**src/rtl/fib_scan_seq.sv**
```systemverilog
// fib_scan_seq
//   Fibonacci sequence generator with a multiplexed hex-digit scanner.
//   The sequence advances either automatically every TICK_DIV clocks
//   (step_mode=0) or once per rising edge of step (step_mode=1). When the
//   next sum no longer fits in WIDTH bits, the sequence either restarts at
//   0,1 with a one-cycle overflow pulse (WRAP=1), or freezes in HALT with a
//   sticky overflow flag (WRAP=0). A free-running scanner walks a one-hot
//   digit select across NUM_DIGITS nibbles of the current value.
//
// Ports
//   clk        in   single clock, rising edge
//   reset      in   synchronous active-high reset
//   enable     in   permits advances when high
//   step_mode  in   0 = free-run every TICK_DIV clocks, 1 = manual step
//   step       in   manual advance request (rising edge counts)
//   value      out  [WIDTH]      current sequence term
//   overflow   out               overflow indication
//   segment    out  [4]          nibble of value for the selected digit
//   digit      out  [NUM_DIGITS] one-hot active-high digit select
module fib_scan_seq #(
  parameter int WIDTH      = 16,
  parameter int NUM_DIGITS = 4,
  parameter int TICK_DIV   = 4,
  parameter int SCAN_DIV   = 2,
  parameter int WRAP       = 1
) (
  input  logic                  clk,
  input  logic                  reset,
  input  logic                  enable,
  input  logic                  step_mode,
  input  logic                  step,
  output logic [WIDTH-1:0]      value,
  output logic                  overflow,
  output logic [3:0]            segment,
  output logic [NUM_DIGITS-1:0] digit
);

  localparam int TW = (TICK_DIV > 1)   ? $clog2(TICK_DIV)   : 1;
  localparam int SW = (SCAN_DIV > 1)   ? $clog2(SCAN_DIV)   : 1;
  localparam int DW = (NUM_DIGITS > 1) ? $clog2(NUM_DIGITS) : 1;

  localparam logic [TW-1:0] TICK_LAST  = TW'(TICK_DIV - 1);
  localparam logic [SW-1:0] SCAN_LAST  = SW'(SCAN_DIV - 1);
  localparam logic [DW-1:0] DIGIT_LAST = DW'(NUM_DIGITS - 1);

  typedef enum logic [1:0] {
    S_IDLE = 2'd0,
    S_RUN  = 2'd1,
    S_HALT = 2'd2
  } state_t;

  state_t r_state;
  state_t w_state_next;

  logic [WIDTH-1:0] r_a;
  logic [WIDTH-1:0] r_b;
  logic [WIDTH:0]   w_sum;
  logic             w_carry;

  logic [TW-1:0]    r_tick;
  logic             r_step_q;
  logic             r_mode_q;
  logic             r_ovf;

  logic [SW-1:0]    r_scan_div;
  logic [DW-1:0]    r_sel;

  logic             w_step_rise;
  logic             w_tick_hit;
  logic             w_mode_chg;
  logic             w_adv;
  logic             w_ovf_adv;

  // Sum carried one bit wider so the carry out flags an overflow advance.
  assign w_sum       = {1'b0, r_a} + {1'b0, r_b};
  assign w_carry     = w_sum[WIDTH];
  assign w_step_rise = step & ~r_step_q;
  assign w_tick_hit  = (r_tick == TICK_LAST);

  // A step_mode flip seen while running restarts pacing from scratch, so
  // no advance is taken on that cycle in either mode.
  assign w_mode_chg  = (r_state == S_RUN) && (step_mode != r_mode_q);
  assign w_ovf_adv   = w_adv & w_carry;

  // ---------------------------------------------------------------------
  // FSM: state register
  // ---------------------------------------------------------------------
  always_ff @(posedge clk) begin
    if (reset) begin
      r_state <= S_IDLE;
    end else begin
      r_state <= w_state_next;
    end
  end

  // ---------------------------------------------------------------------
  // FSM: next state and advance decision
  // ---------------------------------------------------------------------
  always_comb begin
    w_state_next = r_state;
    w_adv        = 1'b0;
    case (r_state)
      S_IDLE: begin
        if (enable) begin
          w_state_next = S_RUN;
        end
      end
      S_RUN: begin
        if (!enable) begin
          w_state_next = S_IDLE;
        end else begin
          if (!w_mode_chg) begin
            w_adv = step_mode ? w_step_rise : w_tick_hit;
          end
          if (w_adv && w_carry && (WRAP == 0)) begin
            w_state_next = S_HALT;
          end
        end
      end
      S_HALT: begin
        // Only reset leaves HALT.
        w_state_next = S_HALT;
      end
      default: begin
        w_state_next = S_IDLE;
      end
    endcase
  end

  // ---------------------------------------------------------------------
  // Sequence datapath, pacing and overflow flag
  // ---------------------------------------------------------------------
  always_ff @(posedge clk) begin
    if (reset) begin
      r_a      <= '0;
      r_b      <= WIDTH'(1);
      r_ovf    <= 1'b0;
      r_tick   <= '0;
      r_step_q <= 1'b0;
      r_mode_q <= step_mode;
    end else begin
      r_mode_q <= step_mode;
      r_step_q <= w_mode_chg ? 1'b0 : step;

      if (w_mode_chg) begin
        r_tick <= '0;
      end else if ((r_state == S_RUN) && enable && !step_mode) begin
        r_tick <= w_tick_hit ? '0 : r_tick + TW'(1);
      end

      if (w_adv) begin
        if (w_carry) begin
          // Without wrap the terms are frozen; FSM moves to HALT.
          if (WRAP != 0) begin
            r_a <= '0;
            r_b <= WIDTH'(1);
          end
        end else begin
          r_a <= r_b;
          r_b <= w_sum[WIDTH-1:0];
        end
      end

      if (WRAP != 0) begin
        r_ovf <= w_ovf_adv;
      end else if (w_ovf_adv) begin
        r_ovf <= 1'b1;
      end
    end
  end

  // ---------------------------------------------------------------------
  // Digit scanner: runs in every state
  // ---------------------------------------------------------------------
  always_ff @(posedge clk) begin
    if (reset) begin
      r_scan_div <= '0;
      r_sel      <= '0;
    end else if (r_scan_div == SCAN_LAST) begin
      r_scan_div <= '0;
      r_sel      <= (r_sel == DIGIT_LAST) ? '0 : r_sel + DW'(1);
    end else begin
      r_scan_div <= r_scan_div + SW'(1);
    end
  end

  // Nibble table; digits beyond the value width show 0.
  logic [3:0] w_nib [NUM_DIGITS];

  generate
    for (genvar gi = 0; gi < NUM_DIGITS; gi++) begin : g_digit
      if (4 * gi < WIDTH) begin : g_in_range
        assign w_nib[gi] = r_a[4*gi +: 4];
      end else begin : g_out_range
        assign w_nib[gi] = 4'h0;
      end
      assign digit[gi] = (r_sel == DW'(gi));
    end
  endgenerate

  assign segment  = w_nib[r_sel];
  assign value    = r_a;
  assign overflow = r_ovf;

endmodule
```
**config.mk**
```make
export PLATFORM = sky130hd
export DESIGN_NAME = fib_scan_seq
export DESIGN_NICKNAME = d
export VERILOG_FILES = /design/src/rtl/fib_scan_seq.sv
export SDC_FILE = /design/constraint.sdc
export NUM_CORES = 1
export LEC_CHECK = 0
export CORE_ASPECT_RATIO = 1.25
export CORE_UTILIZATION = 50
export CTS_BUF_LIST = sky130_fd_sc_hd__clkbuf_16
export DETAILED_ROUTE_END_ITERATION = 8
export HOLD_SLACK_MARGIN = 0.15
export PLACE_DENSITY_LB_ADDON = 0.25
export SLEW_MARGIN = 15
export SYNTH_ARGS = -nofsm -noshare
export SYNTH_HDL_FRONTEND = slang
export SYNTH_SLANG_ARGS = --single-unit
```
**constraint.sdc**
```tcl
create_clock -name clk -period 2.2 [get_ports clk]
set_input_delay 0.22 -clock clk [delete_from_list [all_inputs] [get_ports clk]]
set_output_delay 0.22 -clock clk [all_outputs]
set_load 0.01 [all_outputs]
```
==> impl_metrics.ini <==
[clock_network]
cts_max_level = 2
path_clk_slew_ps = 60
numCtsBuffers = 5
cts_buffer_depth = 2
cts_tree = yes
clk_latency_ps = 290
cts.sinks = 42
clock-root-buffer = clkbuf_16

[pwr]
cellLeakagePower_nw = 1.25
power_density_nw_per_um2 = 501
swShare_pct = 22.9
p_clk_share_pct = 46.2
power.total_mw = 1.59
switching_power_uw = 365
combPwrFrac_pct = 4.9
intPower_mw = 1.23
vdd_drop_max_v = 0.000439
pwr-share-seq_pct = 48.9

[timing]
fin_skew_ps = 4.26
period_share_pct = 106
setup_violations = 15
worst_pin_slew_ps = 1070
rsz0062_at_grt = true
fmax_mhz = 430
slew_headroom_pct = 28.1
setup_slack_ps = -124
hold_viol = 0
final.min_clock_period_ps = 2320
final.setup.tns_ps = -277
drv_slew = 0

[setup_path]
reg2reg_to = r_b[15]
worst_r2r_startpoint = r_b[9]
critPathRequiredTime_ps = 2430
cp-start-kind = flip-flop
ff2ff_path_depth = 8
reg2reg_setup_slack_ps = -120
crit_path_end_kind = flip-flop
arrival_ps = 2550
crit_fanout = 6
crit_type = reg -> reg

[synthesis]
ys.flop_type = dfxtp_1
seq_area_frac_synth_pct = 34.9
synth-edff-count = 0
async_flop_share_pct = 0
netlist_instances = 273
netlist_area_um2 = 2410
yosys.area.top_type = dfxtp_1
syn_nets = 300
ys_warn_count = 0
ys_types = 48
synth_top_area_share_pct = 34.9
ys_ff_latch = 42
synth_area_leaders = dfxtp_1, ha_1, nand2_1, a22o_1, a21oi_1
syn_area_per_cell_um2 = 8.82

[finish]
fin_area_um2 = 3180
layout_commonest_cell = dfxtp_1
syn_to_final_growth_pct = 31.9
drive_gt1_share_pct = 19.0
nets = 357
mostFrequentLayoutCells = dfxtp_1, nand2_1, buf_4, clkdlybuf4s50_1, a21oi_1
final_cells = 389
antenna_cells = 0
fin_util_pct = 70.2

[worst_hold_path]
min_path_cells = 1
hp-start = r_state[0]
hp-class = reg -> reg
whs_endpoint = r_state[1]

[floorplanning]
die_w_um = 64.1
io_pins = 30
core_um2 = 4530
initial_utilization_pct = 53.2
die_area_um2 = 5100
die_y_um = 79.6
row_count = 27

[grt]
antenna_found_initial = 0
grt_remaining_overflow = 0
track_usage_pct = 27.2
grt_pass1_wl_um = 10800
grt_pass1_vias = 2308
grt_max_degree = 21

[drt]
antenna_left = 0
via_count = 2359
wl_met3_um = 340
wirelength_um = 6470
drt_iter0_markers = 143
viasPerCell = 6.06
dr.pass1.iters = 4
drc_errors = 0
routedWlPerCell_um = 16.6
wl_met2_um = 3220
topRoutingLayerUsed = met4
wl_met1_um = 2720

[place]
io_buffers = 29
place_congestion = 0.894
dp.cells = 378
postPlaceCellArea_um2 = 2960
dp.final_hpwl_um = 4650

[flow_run]
cap_violations = 0

[run_status]
failed_checks = negative setup slack
outcome = finished with violations
power by group through the flow:
stage	Combinational, mW	Clock [mW]	Sequential [mW]
floorplan	0.0462	0	0.791
global placement	0.0752	0	0.796
detailed placement	0.0776	0	0.797
CTS	0.0780	0.736	0.780
global route	0.0844	0.767	0.781
finish	0.0774	0.736	0.779
critical path, cell delays in order (launching register included):
cell	delay [ps]
dfxtp_1	330
ha_1	360
a21oi_1	220
o21ai_0	200
nor3_1	270
o2bb2ai_2	180
buf_4	180
or4b_1	430
nand3_1	90
routing by layer:
layer  global-route usage, %  vias to the layer above
li1                        -                     1128
met1                    31.6                     1129
met2                    49.7                       82
met3                    4.14                       20
met4                    10.2                        0
met5                       0                        -
layout make-up:
cell class	instances	area (um2)
Clock inverter	3	21.3
Inverter	11	41.3
Sequential cell	42	847
Timing Repair Buffer	61	531
Clock buffer	5	125
Multi-Input combinational cell	209	1540
Tap cell	58	72.6
Fill cell	362	1350
Yosys cell counts, types with 2 or more instances:
cell / instances
mux2i_1: 2
ha_1: 21
o21a_1: 5
a211o_1: 4
o21bai_1: 3
nand4b_1: 4
a22o_1: 15
nand2_1: 37
nor2_1: 17
clkbuf_1: 8
xor2_1: 2
a21oi_1: 26
o21ai_0: 12
mux4_2: 4
nand3_1: 7
dfxtp_1: 42
xnor2_1: 4
inv_1: 11
nand4_1: 4
a211oi_1: 2
buf_6: 2
nor3_1: 6
a21o_1: 4
o2111ai_1: 2
nor3b_1: 2
nand2b_1: 5
worst max path at each step:
stage / from / endpoint / slack (ps) / cells past startpoint
after global placement: r_b[0] / value[1] / -90 / 10
after detailed placement: r_b[0] / r_b[0] / -90 / 10
after CTS: r_b[0] / value[9] / -20 / 9
after global routing: r_b[0] / value[9] / -110 / 9
after floorplan: value[0] / value[10] / -170 / 11
final: r_b[9] / r_b[15] / -120 / 8
through the flow:
step | worst slack, ps | hold slack [ps]
finish | -124 | 417
global route | -113 | 440
CTS | -21.1 | 420
detailed placement | -92.3 | 411
global placement | -85.2 | 395
floorplan | -170 | 248
cell families (layout without fill, tap and decap cells):
family / Yosys count / count (layout) / synth area share [%]
simple gates: 87 / 88 / 17.1
buf+inv: 23 / 80 / 4.42
fa+ha+maj: 22 / 22 / 11.7
compound gates: 87 / 87 / 25.1
mux: 6 / 6 / 4.57
xor+xnor: 6 / 6 / 2.18
flops: 42 / 42 / 34.9
timing repair:
item	4_1_cts	5_1_grt
endpoints found under the setup margin	27	32
hold buffers	0	0
setup buffers	2	0
gates resized for setup	2	9
pin swaps	1	1
cloned	1	0
flip-flops by register name, indices dropped and copies added, names as in the netlist:
| register | cells |
|---|---|
| value | 16 |
| overflow | 1 |
| r_mode_q | 1 |
| r_step_q | 1 |
| r_b | 16 |
| r_scan_div | 1 |
| r_sel | 2 |
| r_tick | 2 |
| r_state | 2 |
(Power assumes the default switching activity.)
